$ cat config.mk
export PLATFORM = sky130hd
export DESIGN_NAME = mem_port_arbiter
export DESIGN_NICKNAME = d
export VERILOG_FILES = /design/src/rtl/mem_port_arbiter.sv
export SDC_FILE = /design/constraint.sdc
export NUM_CORES = 1
export LEC_CHECK = 0
export BUFFER_PORTS_ARGS = -buffer_cell sky130_fd_sc_hd__buf_2
export CAP_MARGIN = 15
export CORE_MARGIN = 1
export CORE_UTILIZATION = 49
export CTS_CLUSTER_DIAMETER = 60
export DETAILED_ROUTE_END_ITERATION = 8
export PLACE_DENSITY = 0.8
export SLEW_MARGIN = 20
export SYNTH_ARGS = -nofsm -noshare
export SYNTH_HDL_FRONTEND = slang
export SYNTH_SLANG_ARGS = --single-unit
$ cat constraint.sdc
create_clock -name clk -period 2.75 [get_ports clk]
set_input_delay 0.4125 -clock clk [delete_from_list [all_inputs] [get_ports clk]]
set_output_delay 0.4125 -clock clk [all_outputs]
set_load 0.02 [all_outputs]
$ cat src/rtl/mem_port_arbiter.sv
// Single-port memory arbiter sharing one 256 x 16 memory between the fetch port and the LD/ST data port.
// One access is outstanding at a time; fetch starvation is bounded by a data-grant streak counter.
module mem_port_arbiter #(
  parameter int MEM_LAT    = 2,
  parameter int STREAK_MAX = 3
) (
  input  logic        clk,
  input  logic        rst_n,
  input  logic        if_req,
  input  logic [7:0]  if_addr,
  input  logic        if_cancel,
  output logic        if_ack,
  output logic [15:0] if_rdata,
  input  logic        d_req,
  input  logic        d_we,
  input  logic [7:0]  d_addr,
  input  logic [15:0] d_wdata,
  output logic        d_ack,
  output logic [15:0] d_rdata,
  output logic        stall_if,
  output logic        stall_mem,
  output logic        mem_en,
  output logic        mem_we,
  output logic [7:0]  mem_addr,
  output logic [15:0] mem_wdata,
  input  logic [15:0] mem_rdata
);

  typedef enum logic [1:0] {ST_IDLE, ST_ISSUE, ST_WAIT, ST_DONE} state_e;

  localparam logic [2:0] LAT  = 3'(MEM_LAT);
  localparam logic [3:0] SMAX = 4'(STREAK_MAX);

  state_e      state_q, state_d;
  logic        owner_if_q, owner_if_d;   // 1 = fetch owns the access
  logic        cancel_q, cancel_d;
  logic [2:0]  cnt_q, cnt_d;
  logic [3:0]  streak_q, streak_d;
  logic [15:0] if_rdata_q, if_rdata_d;
  logic [15:0] d_rdata_q, d_rdata_d;
  logic        mem_en_q, mem_en_d;
  logic        mem_we_q, mem_we_d;
  logic [7:0]  mem_addr_q, mem_addr_d;
  logic [15:0] mem_wdata_q, mem_wdata_d;

  logic fetch_ok, grant_d, grant_f;

  assign fetch_ok = if_req & ~if_cancel;
  assign grant_d  = d_req & (~fetch_ok | (streak_q < SMAX));
  assign grant_f  = fetch_ok & ~grant_d;

  always_comb begin
    // NOTE: every _d gets a default first so no path leaves it unassigned and infers a latch.
    state_d     = state_q;
    owner_if_d  = owner_if_q;
    cancel_d    = cancel_q;
    cnt_d       = cnt_q;
    streak_d    = streak_q;
    if_rdata_d  = if_rdata_q;
    d_rdata_d   = d_rdata_q;
    mem_en_d    = 1'b0;
    mem_we_d    = mem_we_q;
    mem_addr_d  = mem_addr_q;
    mem_wdata_d = mem_wdata_q;

    unique case (state_q)
      ST_IDLE: begin
        cancel_d = 1'b0;
        if (grant_d) begin
          owner_if_d  = 1'b0;
          mem_we_d    = d_we;
          mem_addr_d  = d_addr;
          mem_wdata_d = d_wdata;
          mem_en_d    = 1'b1;
          state_d     = ST_ISSUE;
          // Only data grants that make a fetch wait count toward the streak.
          if (!if_req)              streak_d = '0;
          else if (streak_q < SMAX) streak_d = streak_q + 4'd1;
        end else if (grant_f) begin
          owner_if_d  = 1'b1;
          mem_we_d    = 1'b0;
          mem_addr_d  = if_addr;
          mem_wdata_d = '0;
          mem_en_d    = 1'b1;
          streak_d    = '0;
          state_d     = ST_ISSUE;
        end
      end
      ST_ISSUE: begin
        cnt_d   = LAT;
        state_d = ST_WAIT;
      end
      ST_WAIT: begin
        if (cnt_q == 3'd1) begin
          state_d = ST_DONE;
          if (owner_if_q) begin
            if (!cancel_q && !if_cancel) if_rdata_d = mem_rdata;
          end else if (!mem_we_q) begin
            d_rdata_d = mem_rdata;
          end
        end else begin
          cnt_d = cnt_q - 3'd1;
        end
      end
      ST_DONE: state_d = ST_IDLE;
      default: state_d = ST_IDLE;
    endcase

    // A redirect abandons an owned fetch; the memory access itself still runs to completion.
    if (state_q != ST_IDLE && owner_if_q && if_cancel) cancel_d = 1'b1;
  end

  // NOTE: sequential state uses non-blocking assignments so every flop samples pre-edge values.
  always_ff @(posedge clk or negedge rst_n) begin
    if (!rst_n) begin
      state_q     <= ST_IDLE;
      owner_if_q  <= 1'b0;
      cancel_q    <= 1'b0;
      cnt_q       <= '0;
      streak_q    <= '0;
      if_rdata_q  <= '0;
      d_rdata_q   <= '0;
      mem_en_q    <= 1'b0;
      mem_we_q    <= 1'b0;
      mem_addr_q  <= '0;
      mem_wdata_q <= '0;
    end else begin
      state_q     <= state_d;
      owner_if_q  <= owner_if_d;
      cancel_q    <= cancel_d;
      cnt_q       <= cnt_d;
      streak_q    <= streak_d;
      if_rdata_q  <= if_rdata_d;
      d_rdata_q   <= d_rdata_d;
      mem_en_q    <= mem_en_d;
      mem_we_q    <= mem_we_d;
      mem_addr_q  <= mem_addr_d;
      mem_wdata_q <= mem_wdata_d;
    end
  end

  assign if_ack    = (state_q == ST_DONE) & owner_if_q & ~cancel_q & ~if_cancel;
  assign d_ack     = (state_q == ST_DONE) & ~owner_if_q;
  assign if_rdata  = if_rdata_q;
  assign d_rdata   = d_rdata_q;
  assign stall_if  = if_req & ~if_ack & ~if_cancel;
  assign stall_mem = d_req & ~d_ack;
  assign mem_en    = mem_en_q;
  assign mem_we    = mem_we_q;
  assign mem_addr  = mem_addr_q;
  assign mem_wdata = mem_wdata_q;

endmodule

==> results by group, run 1 <==
Final layout
  – Final instance area: between 3000 and 4000 um2
  – Ant diodes: 0
  – Fillers: 470
  – Reg area: 1730 um2
  – Area occupied by multi-input gates: 1150 um2
  – Nets: approximately 400
  – Syn-to-layout area delta: 25.5%
  – Share of cells above drive strength 1: 49.9%
  – Post-Layout Cell Count: 420

Synthesis
  – Count leader, synth: dfrtp_1
  – Avg Inst Size Synth: 13.4 um2
  – Post-synth EDFFs: 0
  – Synthesis Warnings: 0
  – Fraction of registers with async set/reset: 100%
  – Top post-synthesis cells by count: 69 x dfrtp_1, 23 x inv_1, 23 x mux2_2, 18 x a22o_1, 10 x mux2_4
  – Cell taking the most area after synthesis: dfrtp_1
  – Post-synthesis simple-gate area fraction: 5.11%
  – Post-synth top area share: 56.5%
  – Compound-gate portion of the synthesized area: approximately 15%
  – Most used DFF post-synth: dfrtp_1
  – Syn nets: 289
  – Post-Syn Instances: between 200 and 250
  – Sequential area share after synthesis: 56.5%
  – Largest cells by area after synthesis: dfrtp_1 56%, mux2_2 8.5%, a22o_1 5.2%
  – Mux cell area share after synthesis: 14.7%
  – Synth Register Bits: 69
  – Post-Syn Area: roughly 3100 um2
  – Largest family of logic cells by synthesized area: multiplexers
  – Adder-Cell Fraction of Synth Area: 2.86%
  – Xor/xnor share of the synthesized area: 0%
  – Synth cell types: 38

Global route
  – Initial antenna violation count: 0
  – Gr usage total: 20.4%
  – Largest net degree at the start of global routing: 41
  – Gr ovfl total: 0
  – Vias in the first global route: 2180
  – First-pass GRT wire length: 10100 um

Placed design
  – I/O Buffers: 115
  – Placed Instance Area: 3660 um2
  – RePlAce Congestion: 0.757
  – Placed Instances: 404
  – HPWL Detailed: between 4000 and 5000 um

STA
  – Crit share post-route: 78.1%
  – Worst Skew: roughly 9.6 ps
  – Unrepaired setup endpoints after global routing: false
  – Number of hold violations in the final report: 0
  – Final setup vio count: 0
  – Hold_ws: 124 ps
  – Final Slew Violations: 0
  – Fin crit period: 2150 ps
  – FMAX: about 0.47 GHz
  – Final setup TNS: 0 ps
  – Worst Tran Pin Value: approximately 720 ps
  – Max-slew headroom at the worst pin: 51.6%

Critical path
  – Crit. End Element: flip-flop
  – Critical Path AT: around 2400 ps
  – Worst-path cell chain: inv_1 -> ha_1 -> nand3b_4 -> or3_1 -> mux2_1
  – CP top delay family: simple AND/OR/NAND/NOR gates
  – Slowest cell on crit path: or3_1
  – Startpoint types: flip-flop
  – Crit Path Class: reg -> reg
  – CP max stage delay: 630 ps
  – Crit path buffers/inverters: 1
  – Crit path required time: 2960 ps
  – CP Max Fanout: 16

Floorplan
  – Die ar.: 6560 um2
  – Starting Density: 51.3%
  – FP Rows: 28
  – IO Pins: 116
  – CORE AREA: 5960 um2
  – Die H: 81.0 um
  – Die Width: around 81 um

Routing
  – DR top layer: met4
  – Post-route ant nets: 0
  – Residual DRC: 0
  – Via Count: roughly 2200
  – Met2 routed WL: 2980 um
  – Met3 Routed Length: 405 um
  – Final WL: 6350 um
  – First-iteration detailed-routing DRC count: 87
  – WL per Instance: 15.1 um
  – M1 WL: 2910 um
  – Drt first pass iters: 6
  – Vias per Instance: 5.34

Clocking
  – Total CTS buffers: 9
  – TritonCTS clock tree: done
  – H-Tree Depth: 3
  – Clock Latency Late Sink: 340 ps
  – CTS Root Cell: clkbuf_8
  – Clk buf depth: 2
  – Hold_buf cts: 0
  – Cts repair resizes: 0
  – Clock sinks: 69
  – CTS clk-pin slew, worst paths: roughly 80 ps
  – Post-CTS setup buffer count: 0

Job
  – Max-Cap Viols: 0

Status
  – Outcome: finished clean

Power and ir drop
  – Peak supply drop: around 0.64 mV
  – P per Cell Area: between 1000 and 1500 nW/um2
  – LEAKAGE: 2.03 nW

Min path
  – Worst min path class: in -> async
per-stage QoR:
step / setup slack (ps) / total power [mW] / util [%]
6_report: 602 / 4.47 / 64.5
3_5_place_dp: 637 / 3.78 / 61.4
4_1_cts: 613 / 4.52 / 64.3
2_1_floorplan: 727 / 3.11 / -
3_3_place_gp: 695 / 3.69 / 61.4
5_1_grt: 399 / 4.79 / 64.5
report_power, final:
group	internal (mW)	total [mW]	switching, mW	leakage [nW]
logic	0.846	1.99	1.15	1.10
clock network	0.330	0.722	0.393	0.0820
registers	1.49	1.76	0.266	0.842
cell type report:
cell class | instances | share of cell area, %
Clock buffer | 9 | 3.23
Clock inverter | 7 | 1.30
Inverter | 24 | 2.35
Multi-Input combinational cell | 119 | 30.0
Sequential cell | 69 | 45.0
Tap cell | 75 | 2.44
Timing Repair Buffer | 117 | 15.7
routing by layer:
metal  up-vias  GRT usage [%]
met5         -              0
met4         0           8.04
met3         7           4.16
met2        91           32.9
met1      1097           26.9
li1       1049              -
placed cells by master, fill, tap and decap left out, types with 2 or more instances in the layout:
master,synthesis,layout
nand2_1,2,2
dfrtp_1,69,69
a2111oi_0,8,8
a21oi_1,3,3
inv_1,23,23
mux2_4,10,10
nand2b_1,4,4
clkbuf_8,0,9
a22o_1,18,18
and2_1,2,2
o21ai_0,2,2
clkinvlp_4,0,3
nor2_1,4,4
a211oi_1,8,8
nor2b_1,2,2
clkinv_2,0,2
mux2i_1,3,3
ha_1,7,7
buf_2,5,115
mux2_2,23,23
inv_6,0,2
o2111a_1,8,8
worst paths after layout:
path | start | end | slack, ps | cells past startpoint
hold reg to reg | d_rdata[5]$_DFFE_PN0P_ | d_rdata[5]$_DFFE_PN0P_ | 500 | 1
setup reg to reg | state_q[0]$_DFFE_PN0P_ | d_rdata[5]$_DFFE_PN0P_ | 600 | 5
hold / removal | rst_n | if_rdata[2]$_DFFE_PN0P_ | 120 | 1
max in group asynchronous | rst_n | mem_wdata[8]$_DFFE_PN0P_ | 1980 | 2
min in group clk | d_wdata[15] | mem_wdata[15]$_DFFE_PN0P_ | 280 | 2
setup / recovery | state_q[0]$_DFFE_PN0P_ | d_rdata[5]$_DFFE_PN0P_ | 600 | 5
kinds of logic (layout without fill, tap and decap cells):
group                      after synthesis  after routing
AOI/OAI and AO/OA                       52             52
adders and majority gates                7              7
buffers and inverters                   40            157
DFF                                     69             69
muxes                                   37             37
and+or+nand+nor                         23             23
registers in the layout, summed over array words and instances (netlist names):
signal,cells
d_rdata,16
if_rdata,16
mem_wdata,16
mem_addr,8
streak_q,4
cnt_q,3
state_q,2
cancel_q,1
mem_en,1
mem_we,1
owner_if_q,1
(Power assumes the default switching activity.)
==> run 2: changes to the inputs <==
==> constraint.sdc (replaced) <==
create_clock -name clk -period 2.25 [get_ports clk]
set_input_delay 0.3375 -clock clk [delete_from_list [all_inputs] [get_ports clk]]
set_output_delay 0.3375 -clock clk [all_outputs]
set_load 0.02 [all_outputs]
==> run 2 against run 1 <==
First-iteration DRC count decreased by 51%. Wire length down 2.7%. Global-route usage decreased by 0.93 points. Highest routed layer unchanged. Largest cell class unchanged. Worst hold slack lost 87 ps. Cell count increased by 1.2%. Die area unchanged. Clock skew barely moved. Count of clock-buffer cells in the layout grew 1. Sequential share of layout area shrank 1.3 points. Clock power up 83%. Core utilization grew 2.0 points.
==> results by group, run 2 (synthesized netlist as in run 1, its figures left out) <==
Final layout
  – Nets: 406 (+1.2%)
  – Fillers: 492 (+4.7%)
  – Most frequent cells in the layout: 115 x buf_2, 69 x dfrtp_1, 23 x inv_1, 23 x mux2_2, 18 x a22o_1
  – Syn-to-layout area delta: 29.4%
  – Final instance area: 3960 um2 (+3.1%)
  – Ant diodes: 0 (unchanged)
  – Commonest non-fill, non-tap cell in the layout: buf_2
  – Share of cells above drive strength 1: 50.3% (+0.43 points)

Critical path
  – CP max stage delay: 590 ps (-40 ps)
  – Worst-path cell chain: inv_1 -> ha_1 -> nand3b_4 -> or4_4 -> mux2_4
  – CP Max Fanout: 16 (unchanged)
  – Crit. End Element: flip-flop
  – Slowest cell on crit path: or4_4
  – Crit Path Class: reg -> reg
  – Startpoint types: flip-flop
  – Crit path required time: 2460 ps (-500 ps)
  – Critical Path AT: 2240 ps (-120 ps)

Clocking
  – Clock sinks: 69 (unchanged)
  – Cts repair resizes: 0 (unchanged)
  – Total CTS buffers: 9 (unchanged)
  – H-Tree Depth: 3 (unchanged)
  – CTS Root Cell: clkbuf_8
  – CTS clk-pin slew, worst paths: 80 ps (about the same)
  – TritonCTS clock tree: done
  – Post-CTS setup buffer count: 0 (unchanged)
  – Clock Latency Late Sink: 330 ps (about the same)
  – Hold_buf cts: 0 (unchanged)
  – Clk buf depth: 2 (unchanged)

Placed design
  – HPWL Detailed: 4420 um (-2.2%)
  – I/O Buffers: 115 (unchanged)
  – RePlAce Congestion: 0.757 (about the same)
  – Placed Instance Area: 3690 um2 (+1.0%)

Power and ir drop
  – P per Cell Area: 1500 nW/um2 (+29%)
  – Peak supply drop: 0.777 mV (+21%)
  – LEAKAGE: 2.10 nW (+3.6%)

Global route
  – Vias in the first global route: 2121 (-2.7%)
  – Largest net degree at the start of global routing: 39 (-4.9%)
  – Gr ovfl total: 0 (unchanged)
  – Initial antenna violation count: 0 (unchanged)
  – First-pass GRT wire length: 9680 um (-4.6%)
  – Gr usage total: 19.5% (-0.93 points)

Min path
  – Worst min path class: in -> async

STA
  – Final setup TNS: 0 ps (unchanged)
  – Worst Skew: 9.87 ps (+0.296 ps)
  – Number of hold violations in the final report: 0 (unchanged)
  – FMAX: 0.494 GHz (+6.1%)
  – Worst Tran Pin Value: 622 ps (-102 ps)
  – Final Slew Violations: 0 (unchanged)
  – Fin crit period: 2020 ps (-124 ps)
  – Unrepaired setup endpoints after global routing: false
  – Max-slew headroom at the worst pin: 58.5% (+7.0 points)
  – Hold_ws: 37.4 ps (-86.9 ps)
  – Final setup vio count: 0 (unchanged)
  – Crit share post-route: 89.9% (+12 points)

Routing
  – First-iteration detailed-routing DRC count: 43 (-51%)
  – WL per Instance: 14.5 um (-3.8%)
  – Drt first pass iters: 4 (-2)
  – Post-route ant nets: 0 (unchanged)
  – Residual DRC: 0 (unchanged)
  – Vias per Instance: 5.26 (-1.5%)
  – Via Count: 2237 (-0.31%)
  – Final WL: 6180 um (-2.7%)

Floorplan
  – IO Pins: 116 (unchanged)
  – Die Width: 81.0 um (unchanged)
  – FP Rows: 28 (unchanged)
  – Die H: 81.0 um (unchanged)
  – CORE AREA: 5960 um2 (unchanged)
  – Die ar.: 6560 um2 (unchanged)
  – Starting Density: 51.3% (unchanged)

Status
  – Outcome: finished clean

Job
  – Max-Cap Viols: 0 (unchanged)
## run 2: cell types whose count changed in the layout (fill, tap and decap cells not counted), sizes merged
cell / change
clkinv: -1
clkbuf: +1
buf: +5
inv: -1
clkinvlp: -3
bufinv: +4
## run 2: stage by stage
stage / setup slack (ps) / total power [mW] / utilization [%] / cells
2_1_floorplan: 302 / 3.80 / - / 228
3_3_place_gp: 290 / 4.56 / 62.0 / 409
3_5_place_dp: 239 / 4.66 / 62.0 / 409
4_1_cts: 221 / 5.99 / 66.4 / 425
5_1_grt: 99.7 / 6.31 / 66.4 / 425
6_report: 227 / 5.93 / 66.4 / 425
## run 2: per-layer routing
| metal | part of all wire [%] | track usage [%] | wire length, um | vias up |
|---|---|---|---|---|
| met1 | 45 | 23.9 | 2770 | 1084 |
| met3 | 7.4 | 6.63 | 459 | 4 |
| met2 | 47 | 32.2 | 2920 | 91 |
| met5 | 0 | 0 | 0 | - |
| met4 | 0.58 | 6.25 | 36 | 0 |
| li1 | - | - | - | 1058 |
## run 2: final timing paths
check | start | to | slack [ps] | depth (start not counted)
max in group asynchronous | rst_n | mem_wdata[7]$_DFFE_PN0P_ | 1850 | 2
worst max register to register | state_q[0]$_DFFE_PN0P_ | if_rdata[9]$_DFFE_PN0P_ | 230 | 5
worst min register to register | d_rdata[1]$_DFFE_PN0P_ | d_rdata[1]$_DFFE_PN0P_ | 500 | 1
worst min-delay path | rst_n | cnt_q[0]$_DFFE_PN0P_ | 40 | 2
worst max-delay path | state_q[0]$_DFFE_PN0P_ | if_rdata[9]$_DFFE_PN0P_ | 230 | 5
min in group clk | d_wdata[10] | mem_wdata[10]$_DFFE_PN0P_ | 210 | 2
## run 2: final cells by class
type,instances,area (um2),area share (%)
tap,75,93.8,2.37
sequential,69,1730,43.6
clock buffer,10,128,3.23
inverter,24,90.1,2.28
timing repair buffer,122,641,16.2
multi-input combinational,119,1140,28.9
clock inverter,6,134,3.38
## run 2: critical path, delay by kind of cell (launching register included)
family	cells	cell delay (ps)
DFF	1	420
adders and majority gates	1	350
buffers and inverters	1	90
and+or+nand+nor	2	690
muxes	1	350
## run 2: power breakdown
part / switching [mW] / internal, mW / leakage [nW] / total, mW
clock: 0.465 / 0.852 / 0.131 / 1.32
combinational: 1.40 / 1.07 / 1.13 / 2.47
sequential: 0.321 / 1.82 / 0.842 / 2.14
